===== src/rtl/cordic_pkg.sv =====
// Shared constants for the CORDIC blocks: arctangent table, angle constants, FSM encodings.
package cordic_pkg;

  localparam int unsigned ATAN_DEPTH = 16;
  localparam int unsigned ATAN_IW    = 4;

  // atan(2^-i) as a 32-bit binary angle (2^32 == 360 degrees)
  localparam logic [31:0] ATAN_TABLE [0:ATAN_DEPTH-1] = '{
    32'h2000_0000, 32'h12E4_051E, 32'h09FB_385B, 32'h0511_11D4,
    32'h028B_0D43, 32'h0145_D7E1, 32'h00A2_F61E, 32'h0051_7C55,
    32'h0028_BE53, 32'h0014_5F2F, 32'h000A_2F98, 32'h0005_17CC,
    32'h0002_8BE6, 32'h0001_45F3, 32'h0000_A2FA, 32'h0000_517D
  };

  localparam logic [31:0] ANGLE_PI = 32'h8000_0000;
  localparam logic [31:0] CORDIC_K = 32'h6964_8541;  // ~1.646760 in Q2.30

  typedef logic [1:0] state_t;
  localparam state_t ST_IDLE = 2'd0;
  localparam state_t ST_RUN  = 2'd1;
  localparam state_t ST_DONE = 2'd2;

endpackage


===== src/rtl/cordic_vector_if.sv =====
// Launch/result bundle for the vectoring CORDIC (same launch convention as cordic_block).
interface cordic_vector_if #(
  parameter int unsigned WIDTH = 32
);
  logic             valid;
  logic [WIDTH-1:0] x0;
  logic [WIDTH-1:0] y0;
  logic [31:0]      n;
  logic             busy;
  logic             done;
  logic [WIDTH+1:0] mag;
  logic [WIDTH-1:0] z;

  modport master (output valid, x0, y0, n, input busy, done, mag, z);
  modport slave  (input valid, x0, y0, n, output busy, done, mag, z);
endinterface


===== src/rtl/cordic_vec_stage.sv =====
// One combinational vectoring micro-rotation: steers y toward zero and accumulates the angle.
module cordic_vec_stage #(
  parameter int unsigned XW = 34,
  parameter int unsigned ZW = 32,
  parameter int unsigned SW = 5
) (
  input  logic signed [XW-1:0] xr_i,
  input  logic signed [XW-1:0] yr_i,
  input  logic        [ZW-1:0] zr_i,
  input  logic        [SW-1:0] shift_i,
  input  logic        [ZW-1:0] atan_i,
  output logic signed [XW-1:0] xr_o,
  output logic signed [XW-1:0] yr_o,
  output logic        [ZW-1:0] zr_o
);

  logic signed [XW-1:0] xs;
  logic signed [XW-1:0] ys;

  always_comb begin
    xs = xr_i >>> shift_i;
    ys = yr_i >>> shift_i;
    if (!yr_i[XW-1]) begin
      xr_o = xr_i + ys;
      yr_o = yr_i - xs;
      zr_o = zr_i + atan_i;
    end else begin
      xr_o = xr_i - ys;
      yr_o = yr_i + xs;
      zr_o = zr_i - atan_i;
    end
  end

endmodule


===== src/rtl/cordic_vector.sv =====
// Iterative vectoring-mode CORDIC: returns K*|v| and atan2(y0, x0), one micro-rotation per clock.
module cordic_vector
  import cordic_pkg::*;
#(
  parameter int unsigned WIDTH    = 32,
  parameter int unsigned ITER_MAX = 16
) (
  input logic             clk,
  input logic             rst_n,
  cordic_vector_if.slave  bus
);

  localparam int unsigned XW = WIDTH + 2;
  localparam int unsigned CW = $clog2(ITER_MAX + 1);

  state_t               state_q, state_d;
  logic signed [XW-1:0] xr_q, xr_d, yr_q, yr_d;
  logic signed [XW-1:0] x_rot, y_rot, x_ext, y_ext;
  logic [WIDTH-1:0]     zr_q, zr_d, z_rot, z_q, z_d, atan_i;
  logic [CW-1:0]        i_q, i_d, neff_q, neff_d;
  logic [XW-1:0]        mag_q, mag_d;

  assign x_ext  = {{2{bus.x0[WIDTH-1]}}, bus.x0};
  assign y_ext  = {{2{bus.y0[WIDTH-1]}}, bus.y0};
  assign atan_i = ATAN_TABLE[ATAN_IW'(i_q)][31 -: WIDTH];

  cordic_vec_stage #(
    .XW (XW),
    .ZW (WIDTH),
    .SW (CW)
  ) u_stage (
    .xr_i    (xr_q),
    .yr_i    (yr_q),
    .zr_i    (zr_q),
    .shift_i (i_q),
    .atan_i  (atan_i),
    .xr_o    (x_rot),
    .yr_o    (y_rot),
    .zr_o    (z_rot)
  );

  always_comb begin
    state_d = state_q;
    xr_d    = xr_q;
    yr_d    = yr_q;
    zr_d    = zr_q;
    i_d     = i_q;
    neff_d  = neff_q;
    mag_d   = mag_q;
    z_d     = z_q;
    case (state_q)
      ST_IDLE: begin
        if (bus.valid) begin
          state_d = ST_RUN;
          i_d     = '0;
          neff_d  = (bus.n > 32'(ITER_MAX)) ? CW'(ITER_MAX) : CW'(bus.n);
          // Left half-plane: rotate by 180 degrees so x starts non-negative
          if (bus.x0[WIDTH-1]) begin
            xr_d = -x_ext;
            yr_d = -y_ext;
            zr_d = ANGLE_PI[31 -: WIDTH];
          end else begin
            xr_d = x_ext;
            yr_d = y_ext;
            zr_d = '0;
          end
        end
      end
      ST_RUN: begin
        if (i_q == neff_q) begin
          state_d = ST_DONE;
          mag_d   = xr_q;
          z_d     = zr_q;
        end else begin
          xr_d = x_rot;
          yr_d = y_rot;
          zr_d = z_rot;
          i_d  = i_q + CW'(1);
        end
      end
      ST_DONE: state_d = ST_IDLE;
      default: state_d = ST_IDLE;
    endcase
  end

  always_ff @(posedge clk) begin
    if (!rst_n) begin
      state_q <= ST_IDLE;
      xr_q    <= '0;
      yr_q    <= '0;
      zr_q    <= '0;
      i_q     <= '0;
      neff_q  <= '0;
      mag_q   <= '0;
      z_q     <= '0;
    end else begin
      state_q <= state_d;
      xr_q    <= xr_d;
      yr_q    <= yr_d;
      zr_q    <= zr_d;
      i_q     <= i_d;
      neff_q  <= neff_d;
      mag_q   <= mag_d;
      z_q     <= z_d;
    end
  end

  assign bus.busy = (state_q != ST_IDLE);
  assign bus.done = (state_q == ST_DONE);
  assign bus.mag  = mag_q;
  assign bus.z    = z_q;

endmodule

===== src/flat_wrapper.sv =====
// flat-port wrapper written by rule: the top's interface ports become plain ports
module cordic_vector_flat import cordic_pkg::*;
#(
  parameter int unsigned WIDTH    = 32,
  parameter int unsigned ITER_MAX = 16
)
  (clk, rst_n, bus_valid, bus_x0, bus_y0, bus_n, bus_busy, bus_done, bus_mag, bus_z);
  cordic_vector_if #(.WIDTH(WIDTH)) bus_i ();
  input logic clk;
  input logic rst_n;
  input wire logic [$bits(bus_i.valid)-1:0] bus_valid;
  input wire logic [$bits(bus_i.x0)-1:0] bus_x0;
  input wire logic [$bits(bus_i.y0)-1:0] bus_y0;
  input wire logic [$bits(bus_i.n)-1:0] bus_n;
  output wire logic [$bits(bus_i.busy)-1:0] bus_busy;
  output wire logic [$bits(bus_i.done)-1:0] bus_done;
  output wire logic [$bits(bus_i.mag)-1:0] bus_mag;
  output wire logic [$bits(bus_i.z)-1:0] bus_z;
  assign bus_i.valid = bus_valid;
  assign bus_i.x0 = bus_x0;
  assign bus_i.y0 = bus_y0;
  assign bus_i.n = bus_n;
  assign bus_busy = bus_i.busy;
  assign bus_done = bus_i.done;
  assign bus_mag = bus_i.mag;
  assign bus_z = bus_i.z;
  cordic_vector #(.WIDTH(WIDTH), .ITER_MAX(ITER_MAX)) u_core (.clk(clk), .rst_n(rst_n), .bus(bus_i));
endmodule

===== config.mk =====
export PLATFORM = sky130hd
export DESIGN_NAME = cordic_vector_flat
export DESIGN_NICKNAME = d
export VERILOG_FILES = /design/src/rtl/cordic_pkg.sv /design/src/rtl/cordic_vector_if.sv /design/src/rtl/cordic_vec_stage.sv /design/src/rtl/cordic_vector.sv /design/src/flat_wrapper.sv
export SDC_FILE = /design/constraint.sdc
export NUM_CORES = 1
export LEC_CHECK = 0
export CAP_MARGIN = 20
export CORE_MARGIN = 4
export CORE_UTILIZATION = 61
export DETAILED_ROUTE_END_ITERATION = 8
export HOLD_SLACK_MARGIN = 0.05
export PLACE_DENSITY = 0.87
export SYNTH_ARGS = -nofsm -noshare
export SYNTH_HDL_FRONTEND = slang
export SYNTH_SLANG_ARGS = --single-unit

===== constraint.sdc =====
create_clock -name clk -period 8.8 [get_ports clk]
set_input_delay 1.76 -clock clk [delete_from_list [all_inputs] [get_ports clk]]
set_output_delay 1.76 -clock clk [all_outputs]
set_load 0.01 [all_outputs]

Word-level counts from Yosys, hierarchy flattened
Memory sizes are Yosys's and may differ from the RTL's.
Cells that the tools add are included.
{"block": "totals", "romBits": 512, "out_inout_bits": 68, "n_memories": 1, "latchBits": 0, "ff_bits": 178, "mem_bits_rw": 0}
{"block": "op_classes", "shifts": 2, "n_bitwise": 1, "n_mul": 0, "n_eq_ne": 6, "n_addsub": 9, "mux": 24, "n_reduce_logical": 7, "div": 0, "n_lt_le_gt_ge": 2}
{"name": "(no name shown)", "words": 16, "width": 32, "rd": 1, "rd_ports_with_merged_regs": 0, "wr": 0, "line": "cordic_vector.sv:25", "text": "assign atan_i = ATAN_TABLE[ATAN_IW'(i_q)][31 -: WIDTH];"}
{"cell": "$mux W34", "n": 8}
{"cell": "$mux W32", "n": 6}
{"cell": "$pmux W34 S2", "n": 2}
{"cell": "$add A34 B34 Y34", "n": 2}
{"cell": "$neg A32 Y34", "n": 2}
{"cell": "$sshr A34 B5 Y34", "n": 2}
{"cell": "$sub A34 B34 Y34", "n": 2}
{"cell": "$pmux W32 S2", "n": 1}
{"cell": "$add A32 B32 Y32", "n": 1}
{"cell": "$gt A32 B5 Y1 const B", "n": 1}
{"cell": "$sub A32 B32 Y32", "n": 1}
{"cell": "$mux W5", "n": 3}
{"cell": "$pmux W5 S2", "n": 1}
{"cell": "$reduce_and A2 Y1", "n": 3}
{"cell": "$add A5 B1 Y5 const B", "n": 1}
{"cell": "$eq A5 B5 Y1", "n": 1}
{"cell": "$ge A5 B5 Y1 const B", "n": 1}
{"cell": "$not A4 Y5", "n": 1}
{"cell": "$mux W2", "n": 2}
{"cell": "$ne A2 B2 Y1 const B", "n": 2}
{"cell": "$pmux W2 S2", "n": 1}
{"cell": "$reduce_bool A2 Y1", "n": 2}
{"cell": "$reduce_and A3 Y1", "n": 1}
{"cell": "$eq A2 B1 Y1 const B", "n": 1}
{"cell": "other kinds (3)", "n": 3}

Depth between registers and ports, before layout
{"block": "logic_depth", "ltp_word": 8, "mapped_depth": 31, "ltp_nobuf": 25}

Cells and area by module
From an unflattened synthesis, not the netlist that was laid out.
{"block": "hier_totals", "hier_cells": 2604, "hier_area_um2": 20758.7}
{"module": "cordic_vec_stage", "seq_area_each_um2": 0.0, "cells_each": 1453, "area_each_um2": 11725.0, "instances": 1}
{"module": "cordic_vector", "seq_area_each_um2": 3563.4, "cells_each": 1151, "area_each_um2": 9033.7, "instances": 1}

Worst setup path before layout
Ideal clock, no wire load.
{"block": "synth_timing", "kind": "register to register", "from": "register u_core.i_q[3]", "to": "register u_core.yr_q[33]", "path_buffers": 10, "setup_time_ns": 0.070, "path_slack_ns": 2.598, "stages_incl_launch_ff": 29, "arrival_time_ns": 6.132, "path_cell_list": "dfxtp_1 buf_2 buf_2 buf_2 buf_2 buf_2 buf_2 buf_2 buf_2 buf_1 buf_1 a22oi_1 o21ai_0 ha_1 and4_1 a31oi_1 xor2_1 ha_1 a21o_1 a31o_2 a31oi_1 o21ai_0 a311oi_1 o21ai_0 a21o_1 a31oi_1 xnor3_1 nand2b_1 a21oi_1"}
{"block": "synth_via", "elab_chain_len": 5}
{"item": "start, declared", "line": "cordic_vector.sv:20", "text": "logic [CW-1:0] i_q, i_d, neff_q, neff_d;"}
{"item": "start signal, assigned", "line": "cordic_vector.sv:101", "text": "i_q <= i_d;"}
{"item": "$sshr A34 B5 Y34", "line": "cordic_vec_stage.sv:21", "text": "xs = xr_i >>> shift_i;"}
{"item": "$sub A34 B34 Y34 or $add A34 B34 Y34 (tied branches)", "line": "cordic_vec_stage.sv:25, cordic_vec_stage.sv:29"}
{"item": "$mux W34", "line": "cordic_vec_stage.sv:23", "text": "if (!yr_i[XW-1]) begin"}
{"item": "$mux W34", "line": "cordic_vector.sv:70", "text": "if (i_q == neff_q) begin"}
{"item": "$pmux W34 S2", "line": "cordic_vector.sv:51", "text": "case (state_q)"}
{"item": "end signal, assigned", "line": "cordic_vector.sv:99", "text": "yr_q <= yr_d;"}
{"item": "end, declared", "line": "cordic_vector.sv:17", "text": "logic signed [XW-1:0] xr_q, xr_d, yr_q, yr_d;"}
Several ways; a longest one is shown, not always the timed one. The select of a mux whose other input is x is not followed.
A chain may end at the register's enable or synchronous reset.

Worst setup path after layout
{"block": "layout_timing", "from": "register u_core.i_q[1]", "to": "register u_core.yr_q[32]"}
Same word-level chain as after synthesis.

==> results.ini <==
[grt]
grt_pass1_wl_um=125000
antenna_found_initial=4
grt_use_total_pct=43.8
grt_pass1_vias=21800
grt_max_degree=78
gr-total-overflow=0

[clocking]
cts_tree=done
htree_levels=4
cts_buffers=17
clk_pin_slew_worst_paths_ps=80
root_buffer=clkbuf_16
clkLatencyLatePin_ps=480
hold_buffers=0
cts.sinks=178
cts_buffer_depth=2
postCtsResizedCells=0
cts_setup_buffers=0

[synth]
synth_edf_count=0
ys_ff_latch=178
synth_area_per_cell_um2=7.61
ys_seq_area_share_pct=17.5
synth_cell_types=97
syn_area_mm2=0.0204
synthFlopType=dfxtp_1
synthCells=2675
synth_warnings=0
syn_nets=2885
async_flop_share_pct=0

[final_layout]
drive_above_1_share_pct=8.23
fin_util_pct=69.5
nets=2920
final_common_cell=nand2_1
layout_common_cells=337 x nand2_1, 284 x a21oi_1, 188 x o21ai_0
area_growth_pct=11.6
fin_area_mm2=0.0227

[floorplanning]
core-area_mm2=0.0327
io_pins=167
die_y_um=191
initial_utilization_pct=62.3
fp.dieW_um=191
fp.dieArea_mm2=0.0364
floorplan.rows=66

[timing]
tns_ps=0
maxSlewViolCount=0
hold_violations=0
finClkSkew_ps=11.6
finalCritPeriodShare_pct=85.0
min_period_ps=7480
max_freq_mhz=134
setup_viol=0
rsz0062_at_grt=false
tightest_slew_ps=1230
slew_headroom_pct=17.8

[setup_path]
worst-path-max-fanout=65
critical_path.endpoint_type=flop
r2r_end=u_core.yr_q[32]$_SDFFE_PN0P_
critical-path-max-stage-delay_ps=930
crit_chain=mux4_2 > a222oi_1 > nor2_1 > a211oi_1 > nand4b_1 > nor3b_1 > and2_1 > nor2_1 > xor2_1 > ha_1 > a21o_1 > a21o_1 > a21o_1 > a2111oi_0 > o41a_1 > o21bai_1 > a21oi_1 > o21ai_0 > a21oi_1 > xor2_1 > o22ai_1
r2r_cells=21
critPathLaunchType=flop
setup.worst_path.start=u_core.i_q[1]$_SDFFE_PN0P_
r2r_setup_slack_ps=1320
cp.buffers_inverters=0
path_delay_family=compound AO/OA/AOI/OAI gates
cp_num_cells=21
r2r_start=u_core.i_q[1]$_SDFFE_PN0P_
worst_ep_required_time_ps=9140
cp_data_arrival_time_ps=7820
critPathMostFrequentCell=a21o_1
cp_slowest_cell=dfxtp_4
endpoint=u_core.yr_q[32]$_SDFFE_PN0P_
crit_type=flop to flop

[outcome]
outcome=complete, no violations

[drt]
first_pass_iters=9
post-route-drc-count=0
avgRoutedWirePerCell_um=25.9
drtAntennaViolNets=0
dr.first_iter.drc_count=2768
avgViaCountPerCell=7.20
totalWireLength_um=82100
num_vias=22800

[placed_design]
hpwl_um=59700
placed_area_mm2=0.0221
port-buffer-count=166
place_congestion=1.09

[pwr]
powerDensity_mw_per_mm2=184
power_leakage_nw=8.50
report.power.total_mw=4.19
peakVddDrop_v=0.000156

[run]
max_cap_violations=0

[worst_hold_path]
worstHoldPathType=flop to flop

==> registers in the layout, summed over array words and instances, names as in the netlist <==
signal / flops
u_core.i_q: 5
u_core.yr_q: 34
u_core.xr_q: 34
u_core.bus.mag: 34
u_core.zr_q: 32
u_core.bus.z: 32
u_core.state_q: 2
u_core.neff_q: 5
==> Yosys cell counts, types with 24 or more instances <==
cell	n	area share, %
a211oi_1	27	1.0
a21boi_0	47	1.7
a21o_1	61	2.2
a21oi_1	284	7.0
a31oi_1	43	1.3
buf_1	26	0.48
buf_2	36	0.88
clkbuf_1	117	2.2
dfxtp_1	178	18
ha_1	108	6.6
inv_1	41	0.76
mux2i_1	77	3.8
mux4_2	70	7.7
nand2_1	341	6.3
nand2b_1	41	1.3
nand3_1	62	1.5
nor2_1	187	3.4
nor2b_1	34	1.0
nor3_1	32	0.79
o21ai_0	188	4.6
o22ai_1	27	0.83
o31ai_1	24	0.88
xnor2_1	117	5.0
xor2_1	102	4.4
==> per-layer routing <==
| metal | up-vias | routed length, um | global-route usage, % |
|---|---|---|---|
| li1 | 9958 | - | - |
| met1 | 10700 | 29700 | 52.7 |
| met2 | 1704 | 35900 | 68.5 |
| met3 | 417 | 11100 | 15.4 |
| met4 | 0 | 5310 | 24.1 |
| met5 | - | 0 | 0 |
==> area by class of cell <==
class	count	area, um2
Antenna cell	2	5.00
Clock buffer	18	429
Clock inverter	14	138
Fill cell	2661	9980
Inverter	45	169
Multi-Input combinational cell	2262	15900
Sequential cell	178	3580
Tap cell	442	553
Timing Repair Buffer	206	1990
==> worst min path at each step <==
stage | start | endpoint | slack (ps) | cells after the start
floorplan | u_core.zr_q[0]$_SDFFE_PN0P_ | u_core.bus.z[0]$_SDFFE_PN0P_ | 440 | 2
global placement | u_core.bus.z[22]$_SDFFE_PN0P_ | u_core.bus.z[22]$_SDFFE_PN0P_ | 440 | 2
detailed placement | u_core.bus.z[22]$_SDFFE_PN0P_ | u_core.bus.z[22]$_SDFFE_PN0P_ | 450 | 2
CTS | u_core.bus.z[22]$_SDFFE_PN0P_ | u_core.bus.z[22]$_SDFFE_PN0P_ | 460 | 2
global route | u_core.bus.z[11]$_SDFFE_PN0P_ | u_core.bus.z[11]$_SDFFE_PN0P_ | 480 | 2
finish | u_core.bus.z[22]$_SDFFE_PN0P_ | u_core.bus.z[22]$_SDFFE_PN0P_ | 460 | 2
==> power by group <==
part | leakage (nW) | internal (mW) | total [mW] | switching, mW
sequential | 1.46 | 0.862 | 1.03 | 0.172
clock | 0.269 | 0.375 | 0.779 | 0.404
combinational | 6.77 | 0.969 | 2.37 | 1.41
==> worst min-delay path, delay by kind of cell (launching register included) <==
| kind | cells | cell delay [ps] |
|---|---|---|
| flops | 1 | 310 |
| compound gates | 1 | 50 |
| simple gates | 1 | 50 |
==> cells by family (layout without fill, tap and decap cells) <==
group / after synthesis / count (layout) / synth area share, %
compound gates: 900 / 900 / 28.0
other cells: 0 / 2 / 0
flops: 178 / 178 / 17.5
mux: 180 / 180 / 13.5
simple gates: 851 / 851 / 19.7
buf+inv: 235 / 283 / 4.80
xor+xnor: 220 / 220 / 9.53
fa+ha+maj: 111 / 111 / 6.93
==> per-stage QoR <==
step	setup WS (ps)	cells	hold slack, ps
after floorplan	2600	2675	445
after global placement	1750	3132	441
after detailed placement	1770	3132	447
after CTS	1730	3164	458
after global routing	988	3165	479
final	1320	3167	456
Note: power is estimated with default switching activity, not from simulation.
